## src/rtl/ysyx_23060180_pkg.sv

```systemverilog
// ----------------------------------------------------------------------------
// ysyx_23060180_pkg
// Shared types and constants for the core's memory arbiter and store path.
//   - arb_state_e : arbiter FSM states (IDLE/ISSUE/WAIT/RESP)
//   - REQ_IFU / REQ_LSU : requester ids, also used as grant vector bit indices
//   - WMASK_* : store byte-enable codes produced by the core's store path
//   - LAT_CNT_W : width of the read-latency counter (covers 1..7)
// ----------------------------------------------------------------------------
package ysyx_23060180_pkg;

  typedef enum logic [1:0] {
    ST_IDLE  = 2'd0,
    ST_ISSUE = 2'd1,
    ST_WAIT  = 2'd2,
    ST_RESP  = 2'd3
  } arb_state_e;

  localparam logic REQ_IFU = 1'b0;
  localparam logic REQ_LSU = 1'b1;

  localparam logic [3:0] WMASK_BYTE = 4'd1;
  localparam logic [3:0] WMASK_HALF = 4'd2;
  localparam logic [3:0] WMASK_WORD = 4'd4;

  localparam int unsigned LAT_CNT_W = 3;

  // Round-robin partner of a requester id.
  function automatic logic other_req(input logic id);
    return ~id;
  endfunction

endpackage

```

## src/rtl/ysyx_23060180_rr_arb2.sv

```systemverilog
// ----------------------------------------------------------------------------
// ysyx_23060180_rr_arb2
// Combinational two-way round-robin picker.
//   valid_i[1:0]  : request vector, bit index = requester id
//   last_grant_i  : id of the requester granted most recently
//   grant_o[1:0]  : one-hot grant (all zero when nobody requests)
// On a tie the requester that did not win last time is chosen.
// ----------------------------------------------------------------------------
module ysyx_23060180_rr_arb2
  import ysyx_23060180_pkg::*;
(
  input  logic [1:0] valid_i,
  input  logic       last_grant_i,
  output logic [1:0] grant_o
);

  // Pick the sole requester, or the non-last one on contention.
  always_comb begin
    grant_o = 2'b00;
    case (valid_i)
      2'b01:   grant_o = 2'b01;
      2'b10:   grant_o = 2'b10;
      2'b11: begin
        if (other_req(last_grant_i) == REQ_LSU) begin
          grant_o = 2'b10;
        end else begin
          grant_o = 2'b01;
        end
      end
      default: grant_o = 2'b00;
    endcase
  end

endmodule

```

## src/rtl/ysyx_23060180_mem_arbiter.sv

```systemverilog
// ----------------------------------------------------------------------------
// ysyx_23060180_mem_arbiter
// Shares the core's single memory port between instruction fetch (IFU, read
// only) and load/store (LSU). One transaction in flight; round-robin on
// contention; fixed read latency RD_LATENCY (1..7); writes finish at issue.
//
// Ports
//   clk, rst                 : clock, synchronous active-high reset
//   ifu_req_valid/_ready     : IFU request handshake (ready only in IDLE)
//   ifu_addr                 : fetch address
//   ifu_resp_valid/ifu_rdata : one-cycle response pulse / held fetch word
//   lsu_req_valid/_ready     : LSU request handshake (ready only in IDLE)
//   lsu_wr/addr/wdata/wmask  : store flag, address, data, byte-enable code
//   lsu_resp_valid/lsu_rdata : one-cycle response pulse / held load word
//   mem_rd/mem_wr            : memory strobes, only during ISSUE
//   mem_addr/wdata/wmask     : memory request fields, zero outside ISSUE
//   mem_rdata                : memory read data
//   busy                     : high whenever the FSM is not IDLE
// ----------------------------------------------------------------------------
module ysyx_23060180_mem_arbiter
  import ysyx_23060180_pkg::*;
#(
  parameter int ADDR_W     = 32,
  parameter int DATA_W     = 32,
  parameter int RD_LATENCY = 1
) (
  input  logic              clk,
  input  logic              rst,
  input  logic              ifu_req_valid,
  output logic              ifu_req_ready,
  input  logic [ADDR_W-1:0] ifu_addr,
  output logic              ifu_resp_valid,
  output logic [DATA_W-1:0] ifu_rdata,
  input  logic              lsu_req_valid,
  output logic              lsu_req_ready,
  input  logic              lsu_wr,
  input  logic [ADDR_W-1:0] lsu_addr,
  input  logic [DATA_W-1:0] lsu_wdata,
  input  logic [3:0]        lsu_wmask,
  output logic              lsu_resp_valid,
  output logic [DATA_W-1:0] lsu_rdata,
  output logic              mem_rd,
  output logic              mem_wr,
  output logic [ADDR_W-1:0] mem_addr,
  output logic [DATA_W-1:0] mem_wdata,
  output logic [3:0]        mem_wmask,
  input  logic [DATA_W-1:0] mem_rdata,
  output logic              busy
);

  arb_state_e           state_q, state_d;
  logic                 gnt_id_q, gnt_id_d;
  logic                 last_grant_q, last_grant_d;
  logic                 wr_q, wr_d;
  logic [ADDR_W-1:0]    addr_q, addr_d;
  logic [DATA_W-1:0]    wdata_q, wdata_d;
  logic [3:0]           wmask_q, wmask_d;
  logic [LAT_CNT_W-1:0] cnt_q, cnt_d;
  logic [DATA_W-1:0]    ifu_rdata_q, ifu_rdata_d;
  logic [DATA_W-1:0]    lsu_rdata_q, lsu_rdata_d;
  logic [1:0]           grant_s;

  ysyx_23060180_rr_arb2 u_rr_arb2 (
    .valid_i      ({lsu_req_valid, ifu_req_valid}),
    .last_grant_i (last_grant_q),
    .grant_o      (grant_s)
  );

  assign ifu_rdata = ifu_rdata_q;
  assign lsu_rdata = lsu_rdata_q;
  assign busy      = (state_q != ST_IDLE);

  // Next-state, latch updates and decoded outputs.
  always_comb begin
    state_d        = state_q;
    gnt_id_d       = gnt_id_q;
    last_grant_d   = last_grant_q;
    wr_d           = wr_q;
    addr_d         = addr_q;
    wdata_d        = wdata_q;
    wmask_d        = wmask_q;
    cnt_d          = cnt_q;
    ifu_rdata_d    = ifu_rdata_q;
    lsu_rdata_d    = lsu_rdata_q;
    ifu_req_ready  = 1'b0;
    lsu_req_ready  = 1'b0;
    ifu_resp_valid = 1'b0;
    lsu_resp_valid = 1'b0;
    mem_rd         = 1'b0;
    mem_wr         = 1'b0;
    mem_addr       = '0;
    mem_wdata      = '0;
    mem_wmask      = 4'd0;

    case (state_q)
      ST_IDLE: begin
        // Ready is suppressed while rst is high so nothing looks accepted.
        if (!rst) begin
          ifu_req_ready = grant_s[REQ_IFU];
          lsu_req_ready = grant_s[REQ_LSU];
        end else begin
          ifu_req_ready = 1'b0;
          lsu_req_ready = 1'b0;
        end
        if (grant_s[REQ_LSU]) begin
          gnt_id_d     = REQ_LSU;
          last_grant_d = REQ_LSU;
          wr_d         = lsu_wr;
          addr_d       = lsu_addr;
          wdata_d      = lsu_wdata;
          wmask_d      = lsu_wmask;
          state_d      = ST_ISSUE;
        end else if (grant_s[REQ_IFU]) begin
          gnt_id_d     = REQ_IFU;
          last_grant_d = REQ_IFU;
          wr_d         = 1'b0;
          addr_d       = ifu_addr;
          wdata_d      = '0;
          wmask_d      = 4'd0;
          state_d      = ST_ISSUE;
        end else begin
          state_d = ST_IDLE;
        end
      end

      ST_ISSUE: begin
        mem_rd    = ~wr_q;
        mem_wr    = wr_q;
        mem_addr  = addr_q;
        mem_wdata = wdata_q;
        mem_wmask = wmask_q;
        if (wr_q) begin
          state_d = ST_RESP;
        end else begin
          cnt_d   = LAT_CNT_W'(RD_LATENCY);
          state_d = ST_WAIT;
        end
      end

      ST_WAIT: begin
        // Counter holds RD_LATENCY in the first WAIT cycle, so a value of 1
        // marks issue cycle + RD_LATENCY, when memory data is valid.
        if (cnt_q <= 3'd1) begin
          if (gnt_id_q == REQ_LSU) begin
            lsu_rdata_d = mem_rdata;
          end else begin
            ifu_rdata_d = mem_rdata;
          end
          state_d = ST_RESP;
        end else begin
          cnt_d = cnt_q - 3'd1;
        end
      end

      ST_RESP: begin
        ifu_resp_valid = (gnt_id_q == REQ_IFU);
        lsu_resp_valid = (gnt_id_q == REQ_LSU);
        state_d        = ST_IDLE;
      end

      default: state_d = ST_IDLE;
    endcase
  end

  // State and datapath registers with synchronous reset.
  always_ff @(posedge clk) begin
    if (rst) begin
      state_q      <= ST_IDLE;
      gnt_id_q     <= REQ_IFU;
      last_grant_q <= REQ_LSU;
      wr_q         <= 1'b0;
      addr_q       <= '0;
      wdata_q      <= '0;
      wmask_q      <= 4'd0;
      cnt_q        <= 3'd0;
      ifu_rdata_q  <= '0;
      lsu_rdata_q  <= '0;
    end else begin
      state_q      <= state_d;
      gnt_id_q     <= gnt_id_d;
      last_grant_q <= last_grant_d;
      wr_q         <= wr_d;
      addr_q       <= addr_d;
      wdata_q      <= wdata_d;
      wmask_q      <= wmask_d;
      cnt_q        <= cnt_d;
      ifu_rdata_q  <= ifu_rdata_d;
      lsu_rdata_q  <= lsu_rdata_d;
    end
  end

endmodule

```

## config.mk

```make
export PLATFORM = sky130hd
export DESIGN_NAME = ysyx_23060180_mem_arbiter
export DESIGN_NICKNAME = d
export VERILOG_FILES = /design/src/rtl/ysyx_23060180_pkg.sv /design/src/rtl/ysyx_23060180_rr_arb2.sv /design/src/rtl/ysyx_23060180_mem_arbiter.sv
export SDC_FILE = /design/constraint.sdc
export NUM_CORES = 1
export LEC_CHECK = 0
export BUFFER_PORTS_ARGS = -buffer_cell sky130_fd_sc_hd__buf_2
export CAP_MARGIN = 20
export CORE_MARGIN = 4
export CORE_UTILIZATION = 40
export CTS_CLUSTER_SIZE = 10
export DETAILED_ROUTE_END_ITERATION = 12
export GPL_ROUTABILITY_DRIVEN = 0
export GPL_TIMING_DRIVEN = 0
export PLACE_DENSITY = 0.81
export SLEW_MARGIN = 20
export SYNTH_ARGS = -nofsm -noshare
export SYNTH_HDL_FRONTEND = slang
export SYNTH_HIERARCHICAL = 1
export SYNTH_SLANG_ARGS = --single-unit
```

## constraint.sdc

```tcl
create_clock -name clk -period 1.5 [get_ports clk]
set_input_delay 0.15 -clock clk [delete_from_list [all_inputs] [get_ports clk]]
set_output_delay 0.15 -clock clk [all_outputs]
set_load 0.1 [all_outputs]
```

==> run_results.csv, run 1 <==
group,metric,value,unit
outcome,run_status,"complete, but fails checks",
outcome,violations,"setup timing",
power_and_ir_drop,power.leakage,5.14,nW
global_routing,grt_overflow_total,0,
placement,placed_cell_area,7470,um^2
routing,drt_pass1_iterations,5,
timing,timing_hold_violations_final,0,
global_routing,met3_usage,8.21,%
synth,synth.top_cells.by_area,"sky130_fd_sc_hd__dfxtp_1 (49%), sky130_fd_sc_hd__nand2_1 (8.5%), sky130_fd_sc_hd__and2_1 (8.0%)",
synth,syn_area,5730,um^2
critical_path,worst_r2r_startpoint,"last_grant_q",
routing,drc,0,
timing,rsz0062_at_grt,"yes",
finish,final-instance-count-excl-fill,1267,
finish,multi_input_area,3990,um^2
power_and_ir_drop,irDropWorstVdd,1030,uV
critical_path,critical_path.max_fanout,2,
timing,setup-tns-final,-41970,ps
clock_tree,worstSkewPairLatency,430,ps
floorplanning,placementRows,43,
timing,max_slew_headroom_at_the_worst_pin,45.9,%
synth,synth_top_cell_by_area,"sky130_fd_sc_hd__dfxtp_1",
timing,timing.fmax,0.526,GHz
synth,synth-seq-area-share,48.9,%
clock_tree,tritoncts.num_buffers,17,
timing,final_report_max_slew_violation_count,0,
timing,layout_min_cycle_time,1900,ps
floorplanning,floorplan.die_area,16300,um^2
routing,num_vias,7168,
floorplanning,starting_density_of_the_core,41.1,%
finish,layout.area.seq,2820,um^2
finish,syn2layout_area_growth,114,%
hold_path,hold_path.class,"input pin to flip-flop",
global_routing,tot_gr_track_use,29.3,%
finish,drive_above_1_share,63.7,%
critical_path,timing_worst_setup_path_type,"flip-flop to output port",
global_routing,grt-busiest-layer,"met2",
routing,via_per_inst,5.66,
clock_tree,tritoncts,"done",
synth,post_synth_cell_types,33,
timing,tightestPinTransition,811,ps
placement,post-dp-hpwl,13100,um
routing,drtAntennaViolNets,0,
clock_tree,root_buffer,"sky130_fd_sc_hd__clkbuf_16",
power_and_ir_drop,power_per_cell_area,1390,nW/um^2
synth,synth-warning-count,6,
clock_tree,cts_num_sinks,140,
critical_path,cp.arrival,1750,ps
clock_tree,ctsLongestPathBuffers,2,
routing,detailedRoute.firstIterationViolations,513,
global_routing,antenna_found_initial,1,
synth,syn_nets,796,
power_and_ir_drop,post-layout-total-power,0.0171,W
timing,min_period_over_period,127,%
floorplanning,floorplan.core_area,13900,um^2
global_routing,grt_start_max_net_pins,17,
floorplanning,dieWidth,128,um
global_routing,first_pass_grt_wire_length,37100,um
placement,placedCellCount,1108,
critical_path,worstSetupStartpointType,"flip-flop",
floorplanning,die_h,128,um
synth,synth.top_cell.area_share,48.9,%
timing,finalHoldWorstSlack,25.4,ps
placement,buffers_on_ports,275,
finish,finalInstanceArea,12300,um^2
critical_path,worstSetupEndpointType,"output port",
synth,post_synth_inst_count,653,
clock_tree,clock_tree.htree_level_count,4,
finish,filler_cell_count,544,
hold_path,worstHoldStart,"lsu_wdata[6]",
routing,route.final.wire_length,30600,um
clock_tree,cts.reportedPaths.clkPinSlew,70,ps
critical_path,worst_ep_required_time,1350,ps
synth,yosys_register_bits,140,
global_routing,groute.layer.met2.usage,53.1,%
synth,post_synth.cell_area_avg,8.78,um^2
floorplanning,boundaryPins,276,
global_routing,grt_pass1_vias,6932,
timing,setup_viol,186,
global_routing,use_met1,30.4,%
routing,routed_wire_length_per_instance,24.2,um
timing,skew,11.8,ps
run,number_of_max_cap_violations,0,
timing,finalWorstSetupSlack,-403,ps
finish,design.final.nets,1217,
critical_path,worstSetupStartpoint,"last_grant_q",
cell type report:
class / count / share of cell area [%]
Tap cell: 180 / 1.83
Clock inverter: 10 / 1.32
Multi-Input combinational cell: 452 / 32.5
Antenna cell: 1 / 0.0204
Timing Repair Buffer: 404 / 32.2
Inverter: 7 / 0.336
Clock buffer: 21 / 3.83
Buffer: 52 / 5.09
Sequential cell: 140 / 22.9
worst paths after layout:
| check | to | slack, ps | depth (start not counted) |
|---|---|---|---|
| worst max-delay path | lsu_req_ready | -400 | 7 |
| worst min-delay path | wdata_q[6] | 30 | 3 |
| worst min register to register | lsu_rdata[12] | 460 | 2 |
| worst max register to register | wdata_q[8] | -300 | 9 |
per-layer routing:
metal | routed length (um) | share of wire (%) | vias up
li1 | - | - | 3062
met1 | 10400 | 34 | 3472
met2 | 16100 | 53 | 505
met3 | 2390 | 7.8 | 129
met4 | 1760 | 5.7 | 0
met5 | 0 | 0 | -
flip-flops by register name, summed over array words and instances, names as in the netlist:
| signal | count |
|---|---|
| gnt_id_q | 1 |
| last_grant_q | 1 |
| wr_q | 1 |
| ifu_rdata | 32 |
| lsu_rdata | 32 |
| cnt_q | 3 |
| wdata_q | 32 |
| addr_q | 32 |
| wmask_q | 4 |
| state_q | 2 |
synth_stat cells:
cell	count
sky130_fd_sc_hd__a22o_1	24
sky130_fd_sc_hd__buf_2	18
sky130_fd_sc_hd__a22oi_1	13
sky130_fd_sc_hd__buf_1	2
sky130_fd_sc_hd__nor2_1	50
sky130_fd_sc_hd__or4b_1	1
sky130_fd_sc_hd__buf_4	5
sky130_fd_sc_hd__a21boi_1	1
sky130_fd_sc_hd__o32ai_1	1
sky130_fd_sc_hd__a211oi_1	32
sky130_fd_sc_hd__a311oi_1	3
sky130_fd_sc_hd__or3b_2	2
sky130_fd_sc_hd__clkbuf_1	23
sky130_fd_sc_hd__mux2i_1	33
sky130_fd_sc_hd__nor2b_1	3
sky130_fd_sc_hd__a41oi_1	1
sky130_fd_sc_hd__a31oi_1	1
sky130_fd_sc_hd__a21oi_1	66
sky130_fd_sc_hd__ha_1	6
sky130_fd_sc_hd__nand2_1	130
sky130_fd_sc_hd__nand4bb_1	1
sky130_fd_sc_hd__inv_1	7
sky130_fd_sc_hd__a211o_1	1
sky130_fd_sc_hd__buf_6	6
sky130_fd_sc_hd__nor4b_2	1
sky130_fd_sc_hd__or2_2	1
sky130_fd_sc_hd__nor4bb_1	1
sky130_fd_sc_hd__and2_1	73
sky130_fd_sc_hd__a21boi_0	1
sky130_fd_sc_hd__nand2b_1	2
sky130_fd_sc_hd__dfxtp_1	140
sky130_fd_sc_hd__o21a_1	1
sky130_fd_sc_hd__o21ai_0	3
placed cells by master, fill, tap and decap left out, drive strengths merged, types with 2 or more instances in the layout:
cell / netlist / routed
a21oi: 66 / 66
clkinv: 0 / 3
a211oi: 32 / 32
dfxtp: 140 / 140
o21ai: 3 / 3
bufinv: 0 / 4
nand2: 130 / 130
or3b: 2 / 2
clkbuf: 23 / 47
a311oi: 3 / 3
and2: 73 / 73
a22oi: 13 / 13
mux2i: 33 / 33
dlygate4sd3: 0 / 67
nor2b: 3 / 3
buf: 31 / 363
a22o: 24 / 24
ha: 6 / 6
nand2b: 2 / 2
inv: 7 / 6
a21boi: 2 / 2
nor2: 50 / 50
clkinvlp: 0 / 4
repair_timing:
action	in CTS	in global routing
endpoints found under the hold margin	98	0
hold buffers	67	0
cloned	11	7
pin swaps	30	110
buffers inserted	26	20
setup endpoints to repair	211	214
resized for setup	485	282
per-stage QoR:
stage | util (%) | setup slack, ps
after floorplan | - | -291
after global placement | 53.6 | -795
after detailed placement | 53.6 | -816
after CTS | 77.8 | -328
after global routing | 88.2 | -479
final | 88.2 | -403
where the power goes:
part / internal, W / switching (W)
registers: 0.00417 / 0.000474
clock network: 0.00291 / 0.00171
logic: 0.00328 / 0.00455
total: 0.0104 / 0.00674
logic make-up (layout without fill, tap and decap cells):
kind of cell             Yosys count  in the layout  share of synthesized area (%)
AO/OA/AOI/OAI                    148            148                           17.0
adder cells (fa/ha/maj)            6              6                           1.31
buffers and inverters             61            494                           5.50
flip-flops                       140            140                           48.9
multiplexers                      33             33                           5.76
other                              0              1                              0
AND/OR/NAND/NOR                  265            265                           21.5
critical path, cell delays in order, from the launching register on:
cell and delay, ps:
sky130_fd_sc_hd__dfxtp_2 330, sky130_fd_sc_hd__a21boi_1 130, sky130_fd_sc_hd__buf_4 150, sky130_fd_sc_hd__and2_4 150, sky130_fd_sc_hd__nor2b_4 160, sky130_fd_sc_hd__buf_6 130
sky130_fd_sc_hd__buf_8 100, sky130_fd_sc_hd__buf_12 160
No activity file was read; power rests on OpenSTA's default activity.
==> run 2: changes to the inputs <==
ABC_AREA = 1   (was unset)
PLACE_DENSITY = 0.79   (was 0.81)
==> run 2 against run 1 <==
The run still ends with setup timing left. Power is 29% higher. Via count increased by 16%. Highest routed layer unchanged. Sequential share of layout area rose by 0.78 points. Sequential cell count unchanged. Routed wire length is 1.2% higher. Sequential power grew 17%. Cell count is 24% higher. Synthesized cell count rose by 47%. Final area down 3.5%. First-iteration DRC count up 20%. Register-to-register slack improved by 50 ps. Critical path depth stayed put.
==> run_results.csv, run 2 <==
group,metric,value,unit
outcome,run_status,"complete, but fails checks",
outcome,violations,"setup timing",
clock_tree,ctsLongestPathBuffers,2,
critical_path,critical_path.max_fanout,10,
clock_tree,tritoncts.num_buffers,17,
timing,finalWorstSetupSlack,-394,ps
timing,layout_min_cycle_time,1890,ps
routing,num_vias,8321,
routing,routed_wire_length_per_instance,19.7,um
clock_tree,tritoncts,"done",
timing,min_period_over_period,126,%
floorplanning,starting_density_of_the_core,41.2,%
global_routing,antenna_found_initial,0,
routing,route.final.wire_length,31000,um
finish,filler_cell_count,877,
critical_path,kind_of_cell_with_the_highest_combined_delay_on_the_critical_path,"buffers and inverters",
global_routing,tot_gr_track_use,28.2,%
critical_path,timing.reg2reg.worst_path_depth,10,
synth,post-synth-top-count-cell,"sky130_fd_sc_hd__nand2_1",
synth,synth_async_sr_flop_share,0,%
routing,via_per_inst,5.28,
critical_path,cp.arrival,1740,ps
floorplanning,placementRows,45,
hold_path,worstHoldStart,"mem_rdata[13]",
floorplanning,die_h,134,um
clock_tree,root_buffer,"sky130_fd_sc_hd__clkbuf_16",
floorplanning,boundaryPins,276,
synth,post_synth.cell_area_avg,6.56,um^2
placement,placed_cell_area,8560,um^2
critical_path,worstSetupStartpointType,"flip-flop",
power_and_ir_drop,post-layout-total-power,0.0221,W
critical_path,r2r_slack,-250,ps
finish,syn2layout_area_growth,88.0,%
critical_path,worst_ep_required_time,1350,ps
hold_path,hold-path-endpoint,"ifu_rdata[13]",
synth,synth.top_cells.by_area,"sky130_fd_sc_hd__dfxtp_1 (44%), sky130_fd_sc_hd__nand2_1 (15%), sky130_fd_sc_hd__inv_1 (11%)",
timing,setup_viol,203,
synth,synth_top_cell_by_area,"sky130_fd_sc_hd__dfxtp_1",
synth,synth-seq-area-share,44.5,%
timing,timing.fmax,0.528,GHz
timing,max_slew_headroom_at_the_worst_pin,42.7,%
critical_path,worstPathCellList,"inv_4, buf_4, ha_4, nand2_4, buf_6, nor2_4, buf_12",
synth,post_synth_inst_count,961,
global_routing,first_pass_grt_wire_length,40200,um
critical_path,timing.critical_path.buf_inv,4,
finish,design.final.nets,1495,
floorplanning,floorplan.core_area,15300,um^2
synth,syn_nets,1104,
global_routing,grt_overflow_total,0,
run,number_of_max_cap_violations,0,
hold_path,hold_path.class,"input pin to flip-flop",
critical_path,max_stage_delay,370,ps
clock_tree,worstSkewPairLatency,420,ps
global_routing,grt_pass1_vias,8032,
placement,placedCellCount,1446,
finish,n_antenna_cell,0,
hold_path,min_delay_path_depth,3,
synth,syn_area,6300,um^2
synth,synth-edff-count,0,
critical_path,crit_slowest_cell,"sky130_fd_sc_hd__dfxtp_2",
finish,most-common-layout-cells,"sky130_fd_sc_hd__buf_2 (219), sky130_fd_sc_hd__nand2_1 (177), sky130_fd_sc_hd__dfxtp_1 (138)",
timing,final_report_max_slew_violation_count,0,
synth,synth-main-ff-cell,"sky130_fd_sc_hd__dfxtp_1",
global_routing,grt_start_max_net_pins,17,
floorplanning,floorplan.die_area,17800,um^2
clock_tree,cts.reportedPaths.clkPinSlew,70,ps
routing,drtAntennaViolNets,0,
clock_tree,clock_tree.htree_level_count,4,
timing,tightestPinTransition,859,ps
synth,synth.top_cell.area_share,44.5,%
critical_path,worst_r2r_startpoint,"state_q[1]",
routing,drt_pass1_iterations,5,
synth,yosys_register_bits,140,
routing,drc,0,
synth,ys_top_cells_by_count,"sky130_fd_sc_hd__nand2_1 (247), sky130_fd_sc_hd__inv_1 (178), sky130_fd_sc_hd__dfxtp_1 (140)",
critical_path,r2r_end,"wmask_q[0]",
clock_tree,cts_num_sinks,140,
power_and_ir_drop,power.leakage,5.87,nW
critical_path,timing_worst_setup_path_type,"flip-flop to output port",
timing,skew,18.0,ps
synth,post_synth_cell_types,21,
placement,buffers_on_ports,274,
routing,detailedRoute.firstIterationViolations,617,
finish,final-instance-count-excl-fill,1576,
placement,post-dp-hpwl,14700,um
finish,final_util,77.4,%
timing,rsz0062_at_grt,"yes",
synth,synth-warning-count,6,
critical_path,worstSetupStartpoint,"state_q[1]",
floorplanning,dieWidth,134,um
timing,finalHoldWorstSlack,15.9,ps
finish,finalInstanceArea,11900,um^2
timing,timing_hold_violations_final,0,
finish,drive_above_1_share,41.2,%
finish,layout_commonest_cell,"sky130_fd_sc_hd__buf_2",
power_and_ir_drop,irDropWorstVdd,1070,uV
power_and_ir_drop,power_per_cell_area,1860,nW/um^2
critical_path,worstSetupEndpointType,"output port",
run 2: cell count changes in the layout (fill, tap and decap cells not counted), moves of 31 or more:
cell,delta
sky130_fd_sc_hd__nor2_1,+118
sky130_fd_sc_hd__inv_1,+103
sky130_fd_sc_hd__o21ai_0,+88
sky130_fd_sc_hd__nand2_1,+86
sky130_fd_sc_hd__clkinvlp_4,+66
sky130_fd_sc_hd__and2_4,-36
sky130_fd_sc_hd__and2_2,-35
sky130_fd_sc_hd__a21oi_2,-31
run 2: logic make-up after synthesis:
family | after synthesis | synth area share, %
AOI/OAI and AO/OA | 161 | 12.8
adders and majority gates | 6 | 1.19
buffers and inverters | 236 | 15.5
DFF | 140 | 44.5
and+or+nand+nor | 418 | 26.0
run 2: worst min-delay path, delay by kind of cell:
kind / cells / cell delay [ps]
AND/OR/NAND/NOR: 2 / 140
buffers and inverters: 1 / 100
run 2: worst max path at each step:
| stage | depth (start not counted) | to | slack (ps) |
|---|---|---|---|
| 2_1_floorplan | 5 | ifu_req_ready | -410 |
| 3_3_place_gp | 6 | lsu_req_ready | -360 |
| 3_5_place_dp | 6 | lsu_req_ready | -380 |
| 4_1_cts | 8 | mem_addr[28] | -400 |
| 5_1_grt | 7 | ifu_req_ready | -440 |
| 6_report | 7 | ifu_req_ready | -390 |
run 2: power by group:
| part | leakage, nW | switching [W] | internal (W) |
|---|---|---|---|
| clock | 0.285 | 0.00170 | 0.00262 |
| sequential | 1.14 | 0.000831 | 0.00462 |
| combinational | 4.44 | 0.00846 | 0.00382 |
run 2: layout make-up:
cell class	count	area, um^2	area share [%]
buffer	52	484	4.09
inverter	181	953	8.04
timing repair buffer	375	3580	30.2
clock inverter	11	144	1.21
tap	211	264	2.23
sequential	140	2810	23.7
multi-input combinational	585	3170	26.8
clock buffer	21	440	3.72
run 2: per-layer routing:
layer | track usage, % | wire length, um | part of all wire [%] | vias to the layer above
met2 | 51.6 | 15300 | 49 | 616
met1 | 29.1 | 10800 | 35 | 3847
li1 | - | - | - | 3654
met3 | 7.25 | 2820 | 9.1 | 204
met4 | 16.2 | 2110 | 6.8 | 0
met5 | 0 | 0 | 0 | -
run 2: repair_timing:
action	4_1_cts	5_1_grt
gates resized for setup	348	118
pin swaps	43	10
cloned	4	4
endpoints found under the hold margin	66	0
endpoints found under the setup margin	196	203
hold buffers	66	0
setup buffers	10	18
run 2: per-stage QoR:
step                worst slack (ps)  TNS, ps
global placement                -362   -18760
floorplan                       -407    -2440
CTS                             -400   -25260
global route                    -442   -46430
finish                          -394   -36780
detailed placement              -376   -20870
==> run 3: changes to the inputs <==
CORE_MARGIN = unset   (was 4)
==> run 3 against run 2 <==
The flow still finishes with violations (setup timing). First-iteration DRC count increased by 10%. Clock skew decreased by 0.97 ps. Final area increased by 6.3%. Die area decreased by 8.8%. Largest cell class unchanged. Largest power group unchanged.
==> run_results.csv, run 3 (same netlist as run 2, synthesis figures left out) <==
group,metric,value,unit
timing,tightestPinTransition,836,ps
clock_tree,clock_tree.htree_level_count,4,
clock_tree,worstSkewPairLatency,440,ps
critical_path,worst_ep_required_time,1350,ps
floorplanning,dieWidth,128,um
power_and_ir_drop,power_per_cell_area,1870,nW/um^2
floorplanning,die_h,128,um
power_and_ir_drop,power.leakage,6.20,nW
floorplanning,floorplan.core_area,15300,um^2
floorplanning,boundaryPins,276,
timing,max_slew_headroom_at_the_worst_pin,44.3,%
clock_tree,tritoncts.num_buffers,17,
critical_path,kind_of_cell_with_the_highest_combined_delay_on_the_critical_path,"buffers and inverters",
finish,drive_above_1_share,46.7,%
outcome,run_status,"complete, but fails checks",
critical_path,critical_path.max_fanout,5,
placement,post-dp-hpwl,14000,um
critical_path,worstSetupStartpointType,"flip-flop",
timing,timing_hold_violations_final,0,
floorplanning,floorplan.die_area,16300,um^2
timing,layout_min_cycle_time,1940,ps
finish,syn2layout_area_growth,99.9,%
timing,finalHoldWorstSlack,75.4,ps
routing,drt_pass1_iterations,6,
power_and_ir_drop,irDropWorstVdd,1120,uV
finish,final-instance-count-excl-fill,1600,
finish,layout_commonest_cell,"sky130_fd_sc_hd__buf_2",
outcome,violations,"setup timing",
finish,filler_cell_count,736,
critical_path,cp.arrival,1790,ps
finish,design.final.nets,1517,
clock_tree,ctsLongestPathBuffers,2,
global_routing,first_pass_grt_wire_length,41200,um
routing,route.final.wire_length,33400,um
finish,layout.area.seq,2810,um^2
timing,final_report_max_slew_violation_count,0,
global_routing,tot_gr_track_use,33.0,%
routing,via_per_inst,5.41,
clock_tree,cts_num_sinks,140,
routing,drtAntennaViolNets,0,
timing,rsz0062_at_grt,"yes",
clock_tree,cts.reportedPaths.clkPinSlew,70,ps
routing,routed_wire_length_per_instance,20.9,um
global_routing,grt_start_max_net_pins,17,
routing,drc,0,
critical_path,max_stage_delay,340,ps
finish,final_util,82.3,%
placement,placedCellCount,1446,
critical_path,timing.critical_path.buf_inv,4,
routing,num_vias,8663,
critical_path,worstPathCellList,"inv_4, buf_4, ha_4, nand2_8, buf_8, nor2_4, buf_12",
clock_tree,tritoncts,"done",
hold_path,hold_path.class,"input pin to flip-flop",
finish,most-common-layout-cells,"sky130_fd_sc_hd__buf_2 (207), sky130_fd_sc_hd__nand2_1 (169), sky130_fd_sc_hd__dfxtp_1 (137)",
critical_path,worstSetupEndpointType,"output port",
finish,multi_input_area,3460,um^2
critical_path,crit_slowest_cell,"sky130_fd_sc_hd__dfxtp_2",
critical_path,timing_worst_setup_path_type,"flip-flop to output port",
timing,setup_viol,149,
timing,skew,17.0,ps
clock_tree,root_buffer,"sky130_fd_sc_hd__clkbuf_16",
run,number_of_max_cap_violations,0,
routing,detailedRoute.firstIterationViolations,679,
timing,min_period_over_period,129,%
floorplanning,starting_density_of_the_core,41.2,%
placement,buffers_on_ports,274,
timing,timing.fmax,0.516,GHz
timing,finalWorstSetupSlack,-440,ps
global_routing,grt_overflow_total,0,
global_routing,grt_pass1_vias,8196,
floorplanning,placementRows,45,
global_routing,antenna_found_initial,2,
[run 3: tightest hold or removal path: cells and delay by family]
family / cells / cell delay [ps]
simple gates: 3 / 180
buf+inv: 1 / 70
compound gates: 1 / 70
[run 3: layer usage]
| metal | vias up | track usage (%) | part of all wire [%] |
|---|---|---|---|
| li1 | 3707 | - | - |
| met1 | 3981 | 31.8 | 33 |
| met2 | 709 | 60.3 | 48 |
| met3 | 266 | 8.67 | 9.9 |
| met4 | 0 | 24.4 | 9.1 |
| met5 | - | 0 | 0 |
[run 3: final timing paths]
kind	to	start	slack [ps]	depth (start not counted)
worst max register to register	addr_q[23]	state_q[1]	-220	9
worst min register to register	lsu_rdata[7]	lsu_rdata[7]	440	2
worst max-delay path	ifu_req_ready	state_q[1]	-440	7
worst min-delay path	addr_q[18]	lsu_addr[18]	80	5
[run 3: power by group]
group	total (W)	leakage [nW]	internal, W	switching (W)
Sequential	0.00550	1.14	0.00462	0.000879
Combinational	0.0136	4.77	0.00455	0.00909
Clock	0.00443	0.278	0.00262	0.00181
Total	0.0236	6.20	0.0118	0.0118
[run 3: metrics by stage]
step	TNS, ps	cell area [um^2]	setup slack (ps)	power (W)
after global placement	-17470	8560	-415	0.0142
after global routing	-39230	12600	-446	0.0242
after detailed placement	-22590	8560	-425	0.0143
after floorplan	-2440	6920	-407	0.0127
after CTS	-27180	11600	-402	0.0208
final	-34350	12600	-440	0.0236
[run 3: area by class of cell]
cell class	instances	area share [%]
Timing Repair Buffer	393	30.6
Tap cell	211	2.09
Antenna cell	2	0.0397
Clock inverter	14	1.37
Multi-Input combinational cell	587	27.4
Clock buffer	18	3.40
Sequential cell	140	22.3
Timing Repair inverter	1	0.0893
Buffer	53	4.95
Inverter	181	7.67
[run 3: timing repair]
item / in CTS / in global routing
resized for setup: 404 / 248
setup endpoints to repair: 196 / 200
cloned: 5 / 15
hold buffers: 69 / 0
hold endpoints to repair: 69 / 0
setup buffers: 12 / 22
pin swaps: 56 / 16
